[config.mk]
export PLATFORM = sky130hd
export DESIGN_NAME = seg_scan_ctrl
export DESIGN_NICKNAME = d
export VERILOG_FILES = /design/src/rtl/seg_scan_ctrl.sv
export SDC_FILE = /design/constraint.sdc
export NUM_CORES = 1
export LEC_CHECK = 0
export ABC_CLOCK_PERIOD_IN_PS = 2100
export CORE_MARGIN = 2
export CORE_UTILIZATION = 30
export DETAILED_ROUTE_END_ITERATION = 10
export GPL_ROUTABILITY_DRIVEN = 0
export SYNTH_ARGS = -nofsm -noshare
export SYNTH_HDL_FRONTEND = slang
export SYNTH_SLANG_ARGS = --single-unit
[constraint.sdc]
create_clock -name clk -period 2.1 [get_ports clk]
set_input_delay 0.42 -clock clk [delete_from_list [all_inputs] [get_ports clk]]
set_output_delay 0.42 -clock clk [all_outputs]
set_load 0.01 [all_outputs]
[src/rtl/seg_scan_ctrl.sv]
// Seven-segment scan controller: converts two binary scores to BCD with a
// sequential double-dabble and multiplexes the four digits onto tog/num.
module seg_scan_ctrl #(
  parameter int REFRESH_DIV = 100000,
  parameter int SCORE_W     = 7
) (
  input  logic               clk,
  input  logic               rst_n,
  input  logic [SCORE_W-1:0] score_l,
  input  logic [SCORE_W-1:0] score_r,
  input  logic               load,
  output logic               busy,
  output logic [1:0]         tog,
  output logic [3:0]         num,
  output logic               frame_tick
);

  //  state    | meaning
  //  S_IDLE   | waiting for load, display buffer stable
  //  S_CONV   | one double-dabble step per cycle on both scores
  //  S_COMMIT | copy all four BCD digits into the display buffer at once

  localparam int CNT_W = (REFRESH_DIV > 2) ? $clog2(REFRESH_DIV) : 1;
  localparam int BIT_W = $clog2(SCORE_W + 1);
  localparam logic [CNT_W-1:0] CNT_LAST = CNT_W'(REFRESH_DIV - 1);
  localparam logic [BIT_W-1:0] BIT_LAST = BIT_W'(SCORE_W - 1);

  typedef enum logic [1:0] {S_IDLE, S_CONV, S_COMMIT} state_t;

  state_t             r_state;
  state_t             w_state_nxt;
  logic               w_capture;
  logic               w_step;
  logic               w_commit;
  logic               w_busy;

  logic [CNT_W-1:0]   r_ref_cnt;
  logic [1:0]         r_tog;
  logic               r_frame_tick;
  logic               w_ref_wrap;

  logic [SCORE_W-1:0] r_bin_l;
  logic [SCORE_W-1:0] r_bin_r;
  logic [7:0]         r_bcd_l;
  logic [7:0]         r_bcd_r;
  logic [7:0]         w_adj_l;
  logic [7:0]         w_adj_r;
  logic [BIT_W-1:0]   r_bit_cnt;
  logic [3:0][3:0]    r_disp;

  function automatic logic [SCORE_W-1:0] f_sat(input logic [SCORE_W-1:0] s);
    if (int'(s) > 99) return SCORE_W'(99);
    return s;
  endfunction

  function automatic logic [7:0] f_adj(input logic [7:0] b);
    logic [3:0] lo;
    logic [3:0] hi;
    lo = (b[3:0] >= 4'd5) ? b[3:0] + 4'd3 : b[3:0];
    hi = (b[7:4] >= 4'd5) ? b[7:4] + 4'd3 : b[7:4];
    return {hi, lo};
  endfunction

  assign w_adj_l = f_adj(r_bcd_l);
  assign w_adj_r = f_adj(r_bcd_r);

  always_ff @(posedge clk or negedge rst_n) begin
    if (!rst_n) r_state <= S_IDLE;
    else        r_state <= w_state_nxt;
  end

  always_comb begin
    w_state_nxt = r_state;
    w_capture   = 1'b0;
    w_step      = 1'b0;
    w_commit    = 1'b0;
    w_busy      = 1'b0;
    case (r_state)
      S_IDLE: begin
        if (load) begin
          w_capture   = 1'b1;
          w_state_nxt = S_CONV;
        end
      end
      S_CONV: begin
        w_busy = 1'b1;
        w_step = 1'b1;
        if (r_bit_cnt == BIT_LAST) w_state_nxt = S_COMMIT;
      end
      S_COMMIT: begin
        w_busy      = 1'b1;
        w_commit    = 1'b1;
        w_state_nxt = S_IDLE;
      end
      default: w_state_nxt = S_IDLE;
    endcase
  end

  always_ff @(posedge clk or negedge rst_n) begin
    if (!rst_n) begin
      r_bin_l   <= '0;
      r_bin_r   <= '0;
      r_bcd_l   <= '0;
      r_bcd_r   <= '0;
      r_bit_cnt <= '0;
      r_disp    <= '0;
    end else begin
      if (w_capture) begin
        r_bin_l   <= f_sat(score_l);
        r_bin_r   <= f_sat(score_r);
        r_bcd_l   <= '0;
        r_bcd_r   <= '0;
        r_bit_cnt <= '0;
      end else if (w_step) begin
        {r_bcd_l, r_bin_l} <= {w_adj_l, r_bin_l} << 1;
        {r_bcd_r, r_bin_r} <= {w_adj_r, r_bin_r} << 1;
        r_bit_cnt          <= r_bit_cnt + 1'b1;
      end
      // Only the finished result ever reaches the buffer, all digits together.
      if (w_commit) begin
        r_disp[0] <= r_bcd_r[3:0];
        r_disp[1] <= r_bcd_r[7:4];
        r_disp[2] <= r_bcd_l[3:0];
        r_disp[3] <= r_bcd_l[7:4];
      end
    end
  end

  assign w_ref_wrap = (r_ref_cnt == CNT_LAST);

  always_ff @(posedge clk or negedge rst_n) begin
    if (!rst_n) begin
      r_ref_cnt    <= '0;
      r_tog        <= '0;
      r_frame_tick <= 1'b0;
    end else begin
      r_frame_tick <= w_ref_wrap && (r_tog == 2'd3);
      if (w_ref_wrap) begin
        r_ref_cnt <= '0;
        r_tog     <= r_tog + 2'd1;
      end else begin
        r_ref_cnt <= r_ref_cnt + 1'b1;
      end
    end
  end

  assign busy       = w_busy;
  assign tog        = r_tog;
  assign num        = r_disp[r_tog];
  assign frame_tick = r_frame_tick;

endmodule
==> results.sh <==
export IMPL_r2r_start="r_ref_cnt[0]$_DFF_PN0_"
export IMPL_cts_sinks=71
export IMPL_cp_endpoint="num[3]"
export IMPL_core_area_um2=11420
export IMPL_overflow=0
export IMPL_r2r_slack_ns=0.35
export IMPL_yosys_warnings=0
export IMPL_instances_no_fill=504
export IMPL_drive_gt1_frac=0.1551
export IMPL_synth_edf_count=0
export IMPL_timing_hold_violations_final=0
export IMPL_slew_headroom=0.6037
export IMPL_wirelength_um=6528
export IMPL_num_rows=39
export IMPL_final_common_cell="dfrtp_1"
export IMPL_io_pins=25
export IMPL_syn_inst=324
export IMPL_via_per_inst=4.706
export IMPL_drv_cap=0
export IMPL_critPathRequiredTime_ns=1.68
export IMPL_nets=389
export IMPL_grt_pass1_vias=2467
export IMPL_cp_max_fo=3
export IMPL_numCtsBuffers=9
export IMPL_power_density_nw_per_um2=1180
export IMPL_globalRouteTotalUtil=0.1133
export IMPL_pwr_share_seq=0.389
export IMPL_drt_iter0_markers=124
export IMPL_p_leak_uw=0.001886
export IMPL_antenna_found_initial=0
export IMPL_max_vdd_ir_drop_mv=0.4443
export IMPL_outcome="completed"
export IMPL_ant_nets=0
export IMPL_grt_max_degree=34
export IMPL_rsz0062_at_grt="false"
export IMPL_synthArstFlopShare=1.000
export IMPL_pwr_share_comb=0.296
export IMPL_clk_pin_slew_worst_paths_ns=0.06
export IMPL_mostFrequentLayoutCells="70 x dfrtp_1, 30 x nand2_1, 27 x o21ai_0"
export IMPL_die_area_um2=12600
export IMPL_diodes=0
export IMPL_area_growth_syn_to_layout_pct=22.42
export IMPL_ys_flop_type="dfrtp_1"
export IMPL_drv_slew=0
export IMPL_drtPass1Iterations=4
export IMPL_ys_seq_area_frac=0.5053
export IMPL_synth_seq_cells=71
export IMPL_synth_area_um2=3516
export IMPL_syn_nets=357
export IMPL_skew_ns=0.007754
export IMPL_die_w_um=112.3
export IMPL_fill_cells=1176
export IMPL_place_hpwl_um=4490
export IMPL_htreeDepth=3
export IMPL_wl_per_cell_um=12.95
export IMPL_setup_violations=0
export IMPL_path_class="reg2out"
export IMPL_swShare=0.3115
export IMPL_synth_distinct_cells=38
export IMPL_arrival_ns=1.62
export IMPL_dp_cells=484
export IMPL_synth_area_per_cell_um2=10.85
export IMPL_io_buffers=24
export IMPL_tightestPinTransition_ns=0.5944
export IMPL_critPathLaunchType="flip-flop"
export IMPL_r2r_end="tog[0]$_DFFE_PN0N_"
export IMPL_power_frac_clock=0.314
export IMPL_tritoncts="built"
export IMPL_fin_setup_tns_ns=0
export IMPL_cts_buffer_depth=2
export IMPL_start_util=0.3079
export IMPL_period_minus_slack_ns=2.042
export IMPL_cts_root_buf="clkbuf_16"
export IMPL_min_path_type="in2async"
export IMPL_vias=2372
export IMPL_crit_start="tog[0]$_DFFE_PN0N_"
export IMPL_die_height_um=112.3
export IMPL_grt_pass1_wl_um=11740
export IMPL_switchingPower_uw=1583
export IMPL_fin_crit_sh=0.9724
export IMPL_rr_worst_depth=6
export IMPL_end_kind="primary output"
export IMPL_drc_errors=0
export IMPL_fmax_ghz=0.4897
export IMPL_insertion_delay_ns=0.32
export IMPL_internal_power_uw=3497
## cells by family after synthesis
kind of cell | share of synthesized area
and+or+nand+nor | 0.1406
muxes | 0.1324
buffers and inverters | 0.03061
DFF | 0.5053
adders and majority gates | 0.05694
AOI/OAI and AO/OA | 0.08185
xor gates and xnor gates | 0.05231
## stage by stage
step           hold slack, ns  utilization  cell area [um2]  total power, uW  setup WS [ns]
6_report              0.09641       0.3769             4304             5080        0.05797
5_1_grt                0.1442       0.3769             4304             5444       0.009920
4_1_cts                0.1111       0.3752             4284             5134        0.03264
3_5_place_dp           0.4630       0.3458             3949             3544        0.05377
3_3_place_gp           0.4555       0.3458             3949             3479        0.07722
2_1_floorplan          0.1244            -             3516             3067         0.4056
## state kept, by name, summed over array words and instances, names as in the netlist
signal,cells
r_bcd_r,8
r_bin_l,7
r_bin_r,7
r_bcd_l,8
r_state,2
r_disp,16
r_bit_cnt,3
frame_tick,1
tog,2
r_ref_cnt,17
## metal layers
metal | GRT usage | vias up | part of all wire
li1 | - | 1190 | -
met1 | 0.1556 | 1137 | 0.49
met2 | 0.1787 | 36 | 0.46
met3 | 0.02268 | 9 | 0.036
met4 | 0.04146 | 0 | 0.016
met5 | 0 | - | 0
## synth_stat cells (7+ instances only)
master / number / area (um2)
nand2_1: 30 / 112.6
o21ai_0: 27 / 135.1
xnor2_1: 14 / 122.6
dfrtp_1: 71 / 1777
xor2_1: 7 / 61.31
ha_1: 16 / 200.2
mux2_2: 19 / 214.0
or3_1: 7 / 43.79
clkbuf_1: 10 / 37.54
nor2_1: 20 / 75.07
nand3_1: 8 / 40.04
mux2i_1: 15 / 150.1
a21oi_1: 18 / 90.09
inv_1: 13 / 48.80
## worst max-delay path, cell delays in order, from the launching register on
cell           delay [ns]
dfrtp_2              0.40
buf_4                0.13
mux4_2               0.48
dlygate4sd2_1        0.30
## power by group through the flow
stage	clock, uW	sequential (uW)	combinational, uW
2_1_floorplan	0	1900	1160
3_3_place_gp	0	1990	1490
3_5_place_dp	0	2000	1540
4_1_cts	1620	1980	1530
5_1_grt	1690	2030	1720
6_report	1600	1980	1510
## repair_timing
item	CTS	global route
setup buffers	3	1
gates resized for setup	6	0
endpoints found under the hold margin	0	0
hold buffers	0	0
endpoints found under the setup margin	4	2
## layout make-up
cell class              count  area (um2)  share of cell area
well taps                 143       178.9             0.04157
repair buffers             35       351.6             0.08169
multi-input cells         226        1632              0.3791
clock buffers              11       232.7             0.05407
inverters                  13       48.80             0.01134
clock inverters             5       82.58             0.01919
flip-flops and latches     71        1778              0.4131
## how the worst min path moves through the flow
| stage | to |
|---|---|
| finish | r_ref_cnt[10]$_DFF_PN0_ |
| global route | r_ref_cnt[13]$_DFF_PN0_ |
| CTS | r_ref_cnt[13]$_DFF_PN0_ |
| detailed placement | r_ref_cnt[13]$_DFF_PN0_ |
| global placement | r_ref_cnt[13]$_DFF_PN0_ |
| floorplan | frame_tick$_DFF_PN0_ |
Note: power is estimated with default switching activity, not from simulation.
